<file path="config.mk">
export PLATFORM = sky130hd
export DESIGN_NAME = elevator_car_controller
export DESIGN_NICKNAME = d
export VERILOG_FILES = /design/src/rtl/elevator_car_controller_pkg.sv /design/src/rtl/elevator_car_controller_timer.sv /design/src/rtl/elevator_car_controller.sv
export SDC_FILE = /design/constraint.sdc
export NUM_CORES = 1
export LEC_CHECK = 0
export CAP_MARGIN = 20
export CELL_PAD_IN_SITES_DETAIL_PLACEMENT = 1
export CELL_PAD_IN_SITES_GLOBAL_PLACEMENT = 1
export CORE_AREA = 2 2 80 82
export CTS_CLUSTER_SIZE = 16
export DETAILED_ROUTE_END_ITERATION = 8
export DIE_AREA = 0 0 82 84
export PLACE_DENSITY = 0.59
export SLEW_MARGIN = 25
export SYNTH_ARGS = -nofsm -noshare
export SYNTH_HDL_FRONTEND = slang
export SYNTH_SLANG_ARGS = --single-unit
</file>
<file path="constraint.sdc">
create_clock -name clock -period 2 [get_ports clock]
set_input_delay 0.3 -clock clock [delete_from_list [all_inputs] [get_ports clock]]
set_output_delay 0.3 -clock clock [all_outputs]
set_load 0.02 [all_outputs]
</file>
<file path="src/rtl/elevator_car_controller_pkg.sv">
// Shared types and constants for the elevator car controller slice.
package elevator_car_controller_pkg;

    localparam int unsigned FLOOR_W       = 4;
    localparam int unsigned SETTLE_CYCLES = 2;

    typedef enum logic [1:0] {
        ST_IDLE   = 2'd0,
        ST_SETTLE = 2'd1,
        ST_MOVE   = 2'd2,
        ST_DOOR   = 2'd3
    } state_t;

endpackage

</file>
<file path="src/rtl/elevator_car_controller_timer.sv">
// Loadable down-counter with a zero flag; shared by travel and door timing.
module elevator_timer #(
    parameter int unsigned CNT_W = 8
) (
    input  logic             clock,
    input  logic             reset,
    input  logic             i_load,
    input  logic [CNT_W-1:0] i_load_val,
    input  logic             i_dec,
    output logic             o_zero
);

    logic [CNT_W-1:0] r_count;

    // Load has priority over decrement; the count saturates at zero.
    always_ff @(posedge clock) begin
        if (reset) begin
            r_count <= '0;
        end else if (i_load) begin
            r_count <= i_load_val;
        end else if (i_dec && (r_count != '0)) begin
            r_count <= r_count - CNT_W'(1);
        end
    end

    assign o_zero = (r_count == '0);

endmodule

</file>
<file path="src/rtl/elevator_car_controller.sv">
// Car motion sequencer: accepts one floor request, settles while the external
// comparator catches up, steps one floor per travel period, then opens the door.
module elevator_car_controller
    import elevator_car_controller_pkg::*;
#(
    parameter int unsigned NUM_FLOORS    = 10,
    parameter int unsigned TRAVEL_CYCLES = 50,
    parameter int unsigned DOOR_CYCLES   = 100,
    parameter int unsigned CNT_W         = 8
) (
    input  logic               clock,
    input  logic               reset,
    input  logic               req_valid,
    input  logic [FLOOR_W-1:0] req_floor,
    output logic               req_ready,
    output logic               req_err,
    input  logic               isUp,
    output logic [FLOOR_W-1:0] cur_floor,
    output logic [FLOOR_W-1:0] tgt_floor,
    output logic               moving,
    output logic               door_open,
    output logic               arrived
);

    localparam logic [FLOOR_W-1:0] LP_TOP_FLOOR  = FLOOR_W'(NUM_FLOORS - 1);
    localparam logic [FLOOR_W:0]   LP_NUM_FLOORS = (FLOOR_W + 1)'(NUM_FLOORS);
    localparam logic [CNT_W-1:0]   LP_TRAVEL_LD  = CNT_W'(TRAVEL_CYCLES - 1);
    localparam logic [CNT_W-1:0]   LP_DOOR_LD    = CNT_W'(DOOR_CYCLES - 1);
    localparam logic [1:0]         LP_SETTLE_END = 2'(SETTLE_CYCLES - 1);

    state_t             r_state;
    logic [FLOOR_W-1:0] r_cur_floor;
    logic [FLOOR_W-1:0] r_tgt_floor;
    logic               r_dir;
    logic [1:0]         r_settle_cnt;
    logic               r_moving;
    logic               r_door_open;
    logic               r_arrived;
    logic               r_req_err;

    state_t             w_state_nxt;
    logic [FLOOR_W-1:0] w_cur_nxt;
    logic [FLOOR_W-1:0] w_tgt_nxt;
    logic               w_dir_nxt;
    logic [1:0]         w_settle_nxt;
    logic               w_arrived_nxt;
    logic               w_err_nxt;
    logic [FLOOR_W-1:0] w_step;
    logic               w_load;
    logic [CNT_W-1:0]   w_load_val;
    logic               w_dec;
    logic               w_zero;

    elevator_timer #(
        .CNT_W (CNT_W)
    ) u_timer (
        .clock      (clock),
        .reset      (reset),
        .i_load     (w_load),
        .i_load_val (w_load_val),
        .i_dec      (w_dec),
        .o_zero     (w_zero)
    );

    // State and registered outputs; reset overrides any in-flight trip.
    always_ff @(posedge clock) begin
        if (reset) begin
            r_state      <= ST_IDLE;
            r_cur_floor  <= '0;
            r_tgt_floor  <= '0;
            r_dir        <= 1'b0;
            r_settle_cnt <= '0;
            r_moving     <= 1'b0;
            r_door_open  <= 1'b0;
            r_arrived    <= 1'b0;
            r_req_err    <= 1'b0;
        end else begin
            r_state      <= w_state_nxt;
            r_cur_floor  <= w_cur_nxt;
            r_tgt_floor  <= w_tgt_nxt;
            r_dir        <= w_dir_nxt;
            r_settle_cnt <= w_settle_nxt;
            r_moving     <= (w_state_nxt == ST_MOVE);
            r_door_open  <= (w_state_nxt == ST_DOOR);
            r_arrived    <= w_arrived_nxt;
            r_req_err    <= w_err_nxt;
        end
    end

    // Next-state, datapath updates and timer control.
    always_comb begin
        w_state_nxt   = r_state;
        w_cur_nxt     = r_cur_floor;
        w_tgt_nxt     = r_tgt_floor;
        w_dir_nxt     = r_dir;
        w_settle_nxt  = r_settle_cnt;
        w_arrived_nxt = 1'b0;
        w_err_nxt     = 1'b0;
        w_step        = r_dir ? (r_cur_floor + FLOOR_W'(1)) : (r_cur_floor - FLOOR_W'(1));
        w_load        = 1'b0;
        w_load_val    = '0;
        w_dec         = 1'b0;
        case (r_state)
            ST_IDLE: begin
                if (req_valid) begin
                    if ({1'b0, req_floor} >= LP_NUM_FLOORS) begin
                        w_err_nxt = 1'b1;
                    end else if (req_floor == r_cur_floor) begin
                        w_tgt_nxt     = req_floor;
                        w_state_nxt   = ST_DOOR;
                        w_arrived_nxt = 1'b1;
                        w_load        = 1'b1;
                        w_load_val    = LP_DOOR_LD;
                    end else begin
                        w_tgt_nxt    = req_floor;
                        w_settle_nxt = '0;
                        w_load       = 1'b1;
                        w_load_val   = '0;
                        w_state_nxt  = ST_SETTLE;
                    end
                end
            end
            ST_SETTLE: begin
                // isUp is only trusted here, once the comparator has seen tgt_floor.
                if (r_settle_cnt == LP_SETTLE_END) begin
                    w_dir_nxt   = isUp;
                    w_load      = 1'b1;
                    w_load_val  = LP_TRAVEL_LD;
                    w_state_nxt = ST_MOVE;
                end else begin
                    w_settle_nxt = r_settle_cnt + 2'd1;
                end
            end
            ST_MOVE: begin
                if (w_zero) begin
                    if ((r_dir && (r_cur_floor == LP_TOP_FLOOR)) ||
                        (!r_dir && (r_cur_floor == '0))) begin
                        w_state_nxt   = ST_DOOR;
                        w_arrived_nxt = 1'b1;
                        w_load        = 1'b1;
                        w_load_val    = LP_DOOR_LD;
                    end else begin
                        w_cur_nxt = w_step;
                        w_load    = 1'b1;
                        if (w_step == r_tgt_floor) begin
                            w_state_nxt   = ST_DOOR;
                            w_arrived_nxt = 1'b1;
                            w_load_val    = LP_DOOR_LD;
                        end else begin
                            w_load_val = LP_TRAVEL_LD;
                        end
                    end
                end else begin
                    w_dec = 1'b1;
                end
            end
            ST_DOOR: begin
                if (w_zero) begin
                    w_state_nxt = ST_IDLE;
                end else begin
                    w_dec = 1'b1;
                end
            end
            default: begin
                w_state_nxt = ST_IDLE;
            end
        endcase
    end

    assign req_ready = (r_state == ST_IDLE);
    assign req_err   = r_req_err;
    assign cur_floor = r_cur_floor;
    assign tgt_floor = r_tgt_floor;
    assign moving    = r_moving;
    assign door_open = r_door_open;
    assign arrived   = r_arrived;

endmodule
</file>
==> report_table.html <==
<table>
<tr><th>Metric</th><th>Value</th></tr>
<tr><th colspan="2">STA</th></tr>
<tr><td>Final setup violation count</td><td>0</td></tr>
<tr><td>Post-route clock skew</td><td>0.00221 ns</td></tr>
<tr><td>Setup repair after global routing missed its margin</td><td>true</td></tr>
<tr><td>Final cycle utilization of the critical path</td><td>0.972</td></tr>
<tr><td>Time the worst path needs with I/O delays and setup</td><td>1.94 ns</td></tr>
<tr><td>Final Hold Vio Count</td><td>0</td></tr>
<tr><td>Accumulated negative setup slack</td><td>0 ns</td></tr>
<tr><td>Worst hold margin</td><td>0.488 ns</td></tr>
<tr><td>Achievable Freq</td><td>0.514 GHz</td></tr>
<tr><td>Final max-slew violation count</td><td>0</td></tr>
<tr><td>Relative max-transition margin</td><td>0.709</td></tr>
<tr><td>Slew @ Worst Pin</td><td>0.435 ns</td></tr>
<tr><th colspan="2">Drt</th></tr>
<tr><td>Final Routed Wirelength</td><td>4150 um</td></tr>
<tr><td>Number of DRC violations after detailed routing</td><td>0</td></tr>
<tr><td>Detail Route Antenna Nets</td><td>0</td></tr>
<tr><td>Post-DR wirelength/cell</td><td>14.7 um</td></tr>
<tr><td>Number of search-and-repair iterations in the first detailed-routing pass</td><td>4</td></tr>
<tr><td>Via count normalized by instance count</td><td>4.71</td></tr>
<tr><td>Routed vias</td><td>1334</td></tr>
<tr><td>DR iter-0 viols</td><td>54</td></tr>
<tr><th colspan="2">Clocking</th></tr>
<tr><td>CTS tree</td><td>done</td></tr>
<tr><td>Number of levels the H-tree was split into</td><td>1</td></tr>
<tr><td>Clock transition at path regs</td><td>0.09 ns</td></tr>
<tr><td>Clock network latency to the later pin of the worst-skew pair</td><td>0.28 ns</td></tr>
<tr><td>Clock buffers created by TritonCTS</td><td>3</td></tr>
<tr><td>TritonCTS sink count</td><td>25</td></tr>
<tr><td>Number of buffers on the longest clock path</td><td>2</td></tr>
<tr><td>Root Driver</td><td>clkbuf_8</td></tr>
<tr><td>Hold buffers post-CTS</td><td>0</td></tr>
<tr><th colspan="2">Setup path</th></tr>
<tr><td>Crit path max-delay cell type</td><td>ha_1</td></tr>
<tr><td>Cell count of the worst reg-to-reg path</td><td>8</td></tr>
<tr><td>Worst R2R Start</td><td>r_dir$_SDFFE_PP0P_</td></tr>
<tr><td>Startpoint type of the worst setup path</td><td>register</td></tr>
<tr><td>Critical path required time</td><td>2.20 ns</td></tr>
<tr><td>Bufs and invs on worst path</td><td>2</td></tr>
<tr><td>Stages on the worst setup path</td><td>8</td></tr>
<tr><td>Critical Path Max Stage Delay</td><td>0.40 ns</td></tr>
<tr><td>Largest fanout of any net on the critical path</td><td>4</td></tr>
<tr><td>Critical path, cell by cell</td><td>inv_1 -&gt; ha_1 -&gt; nand3_2 -&gt; and3_4 -&gt; o211ai_4 -&gt; buf_4 -&gt; nand3_1 -&gt; a221oi_2</td></tr>
<tr><td>Worst setup path startpoint</td><td>r_dir$_SDFFE_PP0P_</td></tr>
<tr><td>End of the critical path</td><td>u_timer.r_count[4]$_SDFFE_PP0P_</td></tr>
<tr><td>Register-to-register setup slack</td><td>0.06 ns</td></tr>
<tr><td>Worst Setup End Kind</td><td>register</td></tr>
<tr><td>Category of the critical setup timing path</td><td>reg2reg</td></tr>
<tr><td>Kind of cell adding the most delay to the critical path</td><td>compound AO/OA/AOI/OAI gates</td></tr>
<tr><td>Worst path arrival time</td><td>2.14 ns</td></tr>
<tr><td>R2R Path End</td><td>u_timer.r_count[4]$_SDFFE_PP0P_</td></tr>
<tr><th colspan="2">Die</th></tr>
<tr><td>Rows</td><td>29</td></tr>
<tr><td>Core region area</td><td>6100 um^2</td></tr>
<tr><td>Width of the die</td><td>82 um</td></tr>
<tr><td>Number of top-level pins</td><td>21</td></tr>
<tr><td>Area of the die</td><td>6890 um^2</td></tr>
<tr><td>Starting density of the core</td><td>0.239</td></tr>
<tr><td>Chip height</td><td>84 um</td></tr>
<tr><th colspan="2">Global route</th></tr>
<tr><td>Global-route wire length before repair</td><td>6900 um</td></tr>
<tr><td>Number of antenna violations at the first check in global routing</td><td>0</td></tr>
<tr><td>Global-route usage over all layers</td><td>0.127</td></tr>
<tr><td>Pin count of the biggest net entering global routing</td><td>16</td></tr>
<tr><td>GRT Residual Overflow</td><td>0</td></tr>
<tr><td>Vias in the first global route</td><td>1390</td></tr>
<tr><th colspan="2">Logic synthesis</th></tr>
<tr><td>Share of the synthesized netlist area taken by xor and xnor gates</td><td>0.0883</td></tr>
<tr><td>Netlist cell types</td><td>50</td></tr>
<tr><td>Share of the synthesized area in the top cell type</td><td>0.343</td></tr>
<tr><td>Area leader, netlist</td><td>dfxtp_1</td></tr>
<tr><td>Dominant combinational cell family by area after synthesis</td><td>simple AND/OR/NAND/NOR gates</td></tr>
<tr><td>Number of register bits inferred by synthesis</td><td>25</td></tr>
<tr><td>Adder-cell share of the synthesized area</td><td>0.0566</td></tr>
<tr><td>Warnings from Yosys</td><td>0</td></tr>
<tr><td>Post-Syn Nets</td><td>180</td></tr>
<tr><td>Number of cells produced by synthesis</td><td>166</td></tr>
<tr><td>Number of enable flip-flop cells after synthesis</td><td>0</td></tr>
<tr><td>Area contributors post-synth</td><td>dfxtp_1, a21oi_1, ha_1</td></tr>
<tr><td>Most used DFF post-synth</td><td>dfxtp_1</td></tr>
<tr><td>Fraction of registers with async set or reset after synthesis</td><td>0</td></tr>
<tr><td>Portion of netlist area occupied by mux cells</td><td>0.00686</td></tr>
<tr><td>Seq/Total Area, Yosys</td><td>0.343</td></tr>
<tr><td>Synthesized-area fraction occupied by ao, oa, aoi and oai cells</td><td>0.226</td></tr>
<tr><td>Per-instance average area after synthesis</td><td>8.79 um^2</td></tr>
<tr><td>Share of synthesized cell area in and, or, nand and nor gates</td><td>0.233</td></tr>
<tr><td>Post-synth design cell area</td><td>1460 um^2</td></tr>
<tr><th colspan="2">Cells and area</th></tr>
<tr><td>Layout overhead on the synthesized area</td><td>37.3%</td></tr>
<tr><td>Design Area, Final</td><td>2000 um^2</td></tr>
<tr><td>Final-stage net count</td><td>221</td></tr>
<tr><td>Total inserted antenna cells</td><td>0</td></tr>
<tr><td>Share of post-route cells with drive strength above 1</td><td>0.243</td></tr>
<tr><th colspan="2">Power and ir drop</th></tr>
<tr><td>Total power</td><td>1310 uW</td></tr>
<tr><td>PwrDens</td><td>653 nW/um^2</td></tr>
<tr><td>Leakage power</td><td>0.000772 uW</td></tr>
<tr><td>Worst IR drop on VDD</td><td>0.217 mV</td></tr>
<tr><th colspan="2">Place</th></tr>
<tr><td>Placed Instance Area</td><td>1880 um^2</td></tr>
<tr><td>HPWL after detailed placement</td><td>3190 um</td></tr>
<tr><td>Port buffer count</td><td>20</td></tr>
<tr><td>Placer congestion estimate</td><td>0.790</td></tr>
<tr><th colspan="2">Job</th></tr>
<tr><td>Number of violations of the max-capacitance limit</td><td>0</td></tr>
<tr><th colspan="2">Hold path</th></tr>
<tr><td>Worst hold-check path type</td><td>reg2reg</td></tr>
<tr><th colspan="2">Run status</th></tr>
<tr><td>Outcome</td><td>finished clean</td></tr>
</table>
==> how the worst min path moves through the flow <==
stage | slack, ns | cells past startpoint | startpoint | end
2_1_floorplan | 0.44 | 2 | req_floor[0] | tgt_floor[0]$_SDFFE_PP0P_
3_3_place_gp | 0.47 | 2 | r_settle_cnt[1]$_SDFFE_PP0P_ | r_settle_cnt[1]$_SDFFE_PP0P_
3_5_place_dp | 0.47 | 2 | r_settle_cnt[1]$_SDFFE_PP0P_ | r_settle_cnt[1]$_SDFFE_PP0P_
4_1_cts | 0.48 | 2 | r_settle_cnt[1]$_SDFFE_PP0P_ | r_settle_cnt[1]$_SDFFE_PP0P_
5_1_grt | 0.54 | 2 | tgt_floor[0]$_SDFFE_PP0P_ | tgt_floor[0]$_SDFFE_PP0P_
6_report | 0.49 | 2 | r_settle_cnt[1]$_SDFFE_PP0P_ | r_settle_cnt[1]$_SDFFE_PP0P_
==> repair_timing <==
action                                  4_1_cts  5_1_grt
pin swaps                                     0        3
resized for setup                             1       11
buffers inserted                              0        3
endpoints found under the setup margin        1       12
==> stage by stage <==
step                instances  setup WS, ns  utilization
floorplan                 166        0.0124            -
detailed placement        276        0.0153        0.308
CTS                       280       0.00600        0.316
global placement          276        0.0531        0.308
global route              283       -0.0933        0.329
finish                    283        0.0556        0.329
==> cells by family (layout without fill, tap and decap cells) <==
group	count (synthesis)	count (layout)
compound gates	46	46
buf+inv	17	57
xor+xnor	13	13
flops	25	25
fa+ha+maj	6	6
mux	1	1
simple gates	58	58
==> metal layers <==
metal,share of wire,vias to the layer above,GRT usage
met5,0,-,0
met4,0.0060,0,0.0318
met3,0.018,2,0.0195
met2,0.50,18,0.205
met1,0.48,635,0.176
li1,-,679,-
==> cell usage after synthesis, drive strengths merged (2+ instances only) <==
master,number
and3,6
a22oi,5
or4,2
clkbuf,2
o21ai,8
inv,12
nor3,5
xor2,7
nor2,17
nand2,6
nand3,7
dfxtp,25
o211ai,3
nand3b,2
a221oi,2
buf,3
or3,3
ha,5
nand2b,2
a21oi,14
a31oi,5
xnor2,5
==> cells in the final DEF, fill, tap and decap left out, types with 2 or more instances in the layout <==
cell,count
a21oi_1,13
a31oi_1,5
nand2_1,6
xor2_1,7
nor2_2,2
clkbuf_8,3
xnor2_2,2
dfxtp_1,23
a22oi_1,5
xnor2_1,3
o21ai_1,3
inv_1,11
nand3_2,2
nand3b_1,2
nand3_1,5
or4_1,2
buf_4,21
nor3_1,4
or3_1,3
o211ai_4,2
nor2_1,15
nand2b_1,2
clkdlybuf4s50_1,20
o21ai_0,4
and3_1,5
ha_1,5
==> sequential cells by signal, summed over array words and instances (netlist names) <==
register	flops
tgt_floor	4
door_open	1
r_settle_cnt	2
r_dir	1
u_timer.r_count	8
r_state	2
req_err	1
cur_floor	4
arrived	1
moving	1
==> power by group <==
| group | internal, uW | switching [uW] |
|---|---|---|
| clock | 142 | 179 |
| sequential | 530 | 36.3 |
| combinational | 209 | 213 |
==> worst min-delay path: cells and delay by family, from the launching register on <==
family / cells / cell delay (ns)
DFF: 1 / 0.32
AOI/OAI and AO/OA: 2 / 0.13
==> area by class of cell <==
class	count	area [um^2]
multi-input combinational	124	950
fill	738	4090
inverter	12	45.0
clock inverter	1	7.51
tap	77	96.3
sequential	25	505
timing repair buffer	41	358
clock buffer	3	41.3
Note: power is estimated with default switching activity, not from simulation.
